$ cat src/rtl/gf2m_trinomial_reducer_if.sv
// Valid/ready handshake bundle carrying an unreduced GF(2)[x] product in and
// the reduced GF(2^M) element out.
interface gf2m_trinomial_reducer_if #(
   parameter int M = 409
);
   logic             in_valid;
   logic             in_ready;
   logic [2*M-2:0]   in_prod;
   logic             out_valid;
   logic             out_ready;
   logic [M-1:0]     out_res;

   modport master (
      output in_valid, in_prod, out_ready,
      input  in_ready, out_valid, out_res
   );

   modport slave (
      input  in_valid, in_prod, out_ready,
      output in_ready, out_valid, out_res
   );
endinterface

$ cat src/rtl/gf2m_trinomial_reducer.sv
// Two-fold sequential reduction of a (2M-1)-bit carry-less product modulo the
// trinomial x^M + x^K + 1, with valid/ready handshakes on both sides.
module gf2m_trinomial_reducer #(
   parameter int M = 409,
   parameter int K = 87
) (
   input  logic                    clk,
   input  logic                    rst_n,
   gf2m_trinomial_reducer_if.slave bus,
   output logic                    busy
);
   localparam int PW = 2*M-1;

   // K beyond (M+1)/2 would leave high terms after the second fold.
   generate
      if (K < 1 || K > (M+1)/2) begin : g_bad_k
         $error("gf2m_trinomial_reducer: K out of range 1..(M+1)/2");
      end
   endgenerate

   typedef enum logic [1:0] {
      S_IDLE = 2'd0,
      S_FOLD = 2'd1,
      S_DONE = 2'd2
   } state_t;

   state_t          r_state;
   state_t          w_state_nxt;
   logic            r_cnt;
   logic [PW-1:0]   r_work;
   logic            r_out_valid;
   logic [M-1:0]    r_out_res;
   logic            w_in_ready;
   logic            w_load;
   logic [PW-1:0]   w_fold;

   // x^M == x^K + 1, so the high half H folds back in at offsets 0 and K.
   function automatic logic [PW-1:0] fold(input logic [PW-1:0] v);
      logic [PW-1:0] lo;
      logic [PW-1:0] hi;
      lo = {{(M-1){1'b0}}, v[M-1:0]};
      hi = {{M{1'b0}}, v[PW-1:M]};
      fold = lo ^ hi ^ (hi << K);
   endfunction

   assign w_fold = fold(r_work);

   always_comb begin
      w_state_nxt = r_state;
      w_in_ready  = 1'b0;
      w_load      = 1'b0;
      case (r_state)
         S_IDLE: begin
            w_in_ready = 1'b1;
            if (bus.in_valid) begin
               w_load      = 1'b1;
               w_state_nxt = S_FOLD;
            end
         end
         S_FOLD: begin
            if (r_cnt) begin
               w_state_nxt = S_DONE;
            end
         end
         S_DONE: begin
            w_in_ready = bus.out_ready;
            if (bus.out_ready) begin
               w_load      = bus.in_valid;
               w_state_nxt = bus.in_valid ? S_FOLD : S_IDLE;
            end
         end
         default: begin
            w_state_nxt = S_IDLE;
         end
      endcase
   end

   always_ff @(posedge clk) begin
      if (!rst_n) begin
         r_state     <= S_IDLE;
         r_cnt       <= 1'b0;
         r_work      <= '0;
         r_out_valid <= 1'b0;
         r_out_res   <= '0;
      end else begin
         r_state <= w_state_nxt;
         if (w_load) begin
            r_work <= bus.in_prod;
            r_cnt  <= 1'b0;
         end else if (r_state == S_FOLD) begin
            r_work <= w_fold;
            r_cnt  <= r_cnt + 1'b1;
         end
         // Result is captured into its own flops so out_res never sees r_work.
         if (r_state == S_FOLD && r_cnt) begin
            r_out_valid <= 1'b1;
            r_out_res   <= w_fold[M-1:0];
         end else if (r_state == S_DONE && bus.out_ready) begin
            r_out_valid <= 1'b0;
         end
      end
   end

   assign bus.in_ready  = w_in_ready;
   assign bus.out_valid = r_out_valid;
   assign bus.out_res   = r_out_res;
   assign busy          = (r_state != S_IDLE);
endmodule

$ cat src/flat_wrapper.sv
// flat-port wrapper written by rule: the top's interface ports become plain ports
module gf2m_trinomial_reducer_flat 
#(
   parameter int M = 409,
   parameter int K = 87
)
  (clk, rst_n, busy, bus_in_valid, bus_in_prod, bus_out_ready, bus_in_ready, bus_out_valid, bus_out_res);
  gf2m_trinomial_reducer_if #(.M(M)) bus_i ();
  input  logic clk;
  input  logic rst_n;
  output logic busy;
  input wire logic [$bits(bus_i.in_valid)-1:0] bus_in_valid;
  input wire logic [$bits(bus_i.in_prod)-1:0] bus_in_prod;
  input wire logic [$bits(bus_i.out_ready)-1:0] bus_out_ready;
  output wire logic [$bits(bus_i.in_ready)-1:0] bus_in_ready;
  output wire logic [$bits(bus_i.out_valid)-1:0] bus_out_valid;
  output wire logic [$bits(bus_i.out_res)-1:0] bus_out_res;
  assign bus_i.in_valid = bus_in_valid;
  assign bus_i.in_prod = bus_in_prod;
  assign bus_i.out_ready = bus_out_ready;
  assign bus_in_ready = bus_i.in_ready;
  assign bus_out_valid = bus_i.out_valid;
  assign bus_out_res = bus_i.out_res;
  gf2m_trinomial_reducer #(.M(M), .K(K)) u_core (.clk(clk), .rst_n(rst_n), .bus(bus_i), .busy(busy));
endmodule
$ cat config.mk
export PLATFORM = sky130hd
export DESIGN_NAME = gf2m_trinomial_reducer_flat
export DESIGN_NICKNAME = d
export VERILOG_FILES = /design/src/rtl/gf2m_trinomial_reducer_if.sv /design/src/rtl/gf2m_trinomial_reducer.sv /design/src/flat_wrapper.sv
export SDC_FILE = /design/constraint.sdc
export NUM_CORES = 2
export LEC_CHECK = 0
export CORE_AREA = 2 2 476 478
export CTS_CLUSTER_SIZE = 24
export DETAILED_ROUTE_END_ITERATION = 7
export DIE_AREA = 0 0 478 480
export PLACE_DENSITY = 0.45
export SYNTH_ARGS = -nofsm -noshare
export SYNTH_HDL_FRONTEND = slang
export SYNTH_SLANG_ARGS = --single-unit
$ cat constraint.sdc
create_clock -name clk -period 4.2 [get_ports clk]
set_clock_uncertainty 0.1 [all_clocks]
set_input_delay 0.84 -clock clk [delete_from_list [all_inputs] [get_ports clk]]
set_output_delay 0.84 -clock clk [all_outputs]
set_load 0.02 [all_outputs]
==> qor.csv <==
stage;metric;value;unit
die;IO Count;1233;
setup_path;worst reg2reg endpoint;u_core.r_work[682];
global_route;first-pass GRT wire length;397000;um
route;Routed WL;289000;um
global_route;pin count of the biggest net entering global routing;188;
setup_path;crit end category;output port;
hold_path;worst hold path cell count;1;
clock_network;H-tree levels;4;
setup_path;crit path launch type;flop;
synth;Post-Synthesis Cell Area;53600;um^2
timing;Max Slew Vio Count;0;
timing;Worst-Margin Slew;1220;ps
power_and_ir_drop;ratio of total power to cell area;459;nW/um^2
setup_path;CP Data Arrival Time;2470;ps
setup_path;critical path class;flop to output port;
route;Pre-Repair DR Iteration Count;6;
synth;FF+latch count, synth;1230;
synth;Post-synth EDFFs;0;
timing;Tcrit/Tclk final;81.3;%
synth;Post-Syn Instances;5735;
die;Die Area;229000;um^2
clock_network;CTS Sinks;1230;
synth;dominant cell type by area after synthesis;dfxtp_1;
power_and_ir_drop;Leak;0.0236;uW
die;Die X-Extent;478;um
clock_network;# Post-CTS Setup Buffers;0;
timing;Fmax;293;MHz
clock_network;clk_lat worst skew;820;ps
timing;RSZ-0062 raised after global routing;no;
global_route;Total GRT Usage;24.0;%
clock_network;CTS tree;done;
clock_network;clk slew on worst S/H paths;60;ps
synth;Ys Warns;0;
hold_path;HP Class;flop to flop;
clock_network;cts hold-fix bufs;0;
route;remaining antenna violation count;0;
timing;final setup fails;0;
flow_run;max cap viols;0;
global_route;GRT overflow;0;
layout;fillcell total;23000;
synth;Mean Syn Cell Area;9.35;um^2
layout;Area Growth Syn to Fin;37.7;%
layout;most frequent cells in the layout;clkdlybuf4s50_1 (1230), dfxtp_1 (1230), xnor2_1 (731);
power_and_ir_drop;total power;33900;uW
power_and_ir_drop;VDD IR max;0.352;mV
run_status;outcome;finished, final reports clean;
global_route;initial antenna violation count;142;
setup_path;Critical Path Fanout Max;10;
clock_network;cts repair resizes;0;
layout;Final nets;7467;
setup_path;worst r2r path cells;7;
place;PortBufs;1232;
layout;layout cell share with drive strength beyond 1;4.82;%
timing;Hold Vio Cnt, Final;0;
synth;Seq/Total Area, Yosys;45.9;%
setup_path;RR Startpoint;u_core.r_state[0];
route;DR WL/cell;29.5;um
place;Final HPWL DP;203000;um
route;DRC viols;0;
synth;asr flop ratio synth;0;%
clock_network;cts bufs inserted;153;
route;initial DRC count;4104;
die;Starting Density;23.9;%
synth;Top FF cell, synth;dfxtp_1;
timing;Tmin final;3410;ps
place;Placer Congestion;0.858;
die;Core Region;224000;um^2
hold_path;Hold Crit Endpoint;u_core.bus.out_res[105];
die;die height;480;um
hold_path;Hold Crit Start;u_core.bus.out_res[105];
timing;worst hold slack;375;ps
route;vias;50900;
clock_network;clock root cell;clkbuf_16;
synth;top-area cell type share of the netlist area;45.9;%
die;# rows;174;
setup_path;CP Data Required Time;3260;ps
synth;synth top area cells;dfxtp_1 (46%), xnor2_1 (12%), a211oi_1 (6.7%);
route;DR vias/cell;5.18;
timing;normalized max-slew margin;18.7;%
synth;Mapped Nets;6556;
setup_path;R2R setup slack;1280;ps
global_route;number of global-route vias before repair;48900;
timing;Setup TNS;0;ps
synth;synth unique cells;34;
clock_network;clk buf depth;3;
synthesized netlist by cell type, types with 4 or more instances:
library cell,count
nor3b_1,19
nand2b_1,5
a22oi_1,294
buf_2,176
nor2_1,552
a311oi_1,86
o21ai_0,368
dfxtp_1,1230
a21oi_1,404
o21a_1,11
clkbuf_1,313
nand3_1,11
inv_1,12
a211oi_1,477
nand2_1,260
buf_4,42
buf_1,19
o211ai_1,11
o2111ai_1,320
buf_6,4
a22o_1,321
xnor2_1,731
xor2_1,58
kinds of logic after synthesis:
kind of cell | share of synthesized area (%)
buffers and inverters | 4.72
xor gates and xnor gates | 12.9
DFF | 45.9
AOI/OAI and AO/OA | 30.2
and+or+nand+nor | 6.27
critical path: stages, from the launching register on:
cell and delay (ps):
dfxtp_1 630, or2_2 210, clkdlybuf4s50_1 810
where the power goes:
part | leakage [uW] | switching [uW] | internal [uW] | total (uW)
logic | 0.0111 | 3620 | 2760 | 6380
registers | 0.0100 | 1210 | 12500 | 13700
clock network | 0.00251 | 5660 | 8110 | 13800
cell type report:
cell class | count | area, um^2 | area share [%]
Sequential cell | 1230 | 24600 | 33.4
Multi-Input combinational cell | 3939 | 26500 | 35.9
Timing Repair Buffer | 1310 | 13500 | 18.3
Antenna cell | 71 | 178 | 0.241
Tap cell | 2992 | 3740 | 5.07
Inverter | 12 | 52.6 | 0.0712
Clock buffer | 222 | 4490 | 6.09
Clock inverter | 44 | 652 | 0.883
per-stage QoR:
stage	area, um^2	util [%]	std cells	setup WS [ps]
2_1_floorplan	53600	-	5735	1710
3_3_place_gp	68500	30.6	9483	821
3_5_place_dp	68500	30.6	9483	770
4_1_cts	73700	32.9	9749	611
5_1_grt	73800	32.9	9801	634
6_report	73800	33.0	9820	786
layer usage:
layer / vias up / track usage (%) / part of all wire [%]
li1: 23200 / - / -
met3: 448 / 7.42 / 7.9
met2: 1909 / 38.3 / 46
met1: 25200 / 30.2 / 43
met4: 88 / 9.29 / 3.6
met5: - / 0 / 0.20
worst max path at each step:
stage               cells after the start               from  slack (ps)                 end
finish                                  2  u_core.r_state[0]         790                busy
global route                            2  u_core.r_state[0]         630                busy
CTS                                     2  u_core.r_state[0]         610                busy
detailed placement                      7      bus_out_ready         770  u_core.r_work[392]
global placement                        7      bus_out_ready         820  u_core.r_work[214]
floorplan                               3      bus_out_ready        1710        bus_in_ready
registers in the layout, summed over array words and instances (netlist names):
name                  flops
u_core.bus.out_valid      1
u_core.r_state            2
u_core.bus.out_res      409
u_core.r_cnt              1
u_core.r_work           817
Power figures use the tool's default switching activity.
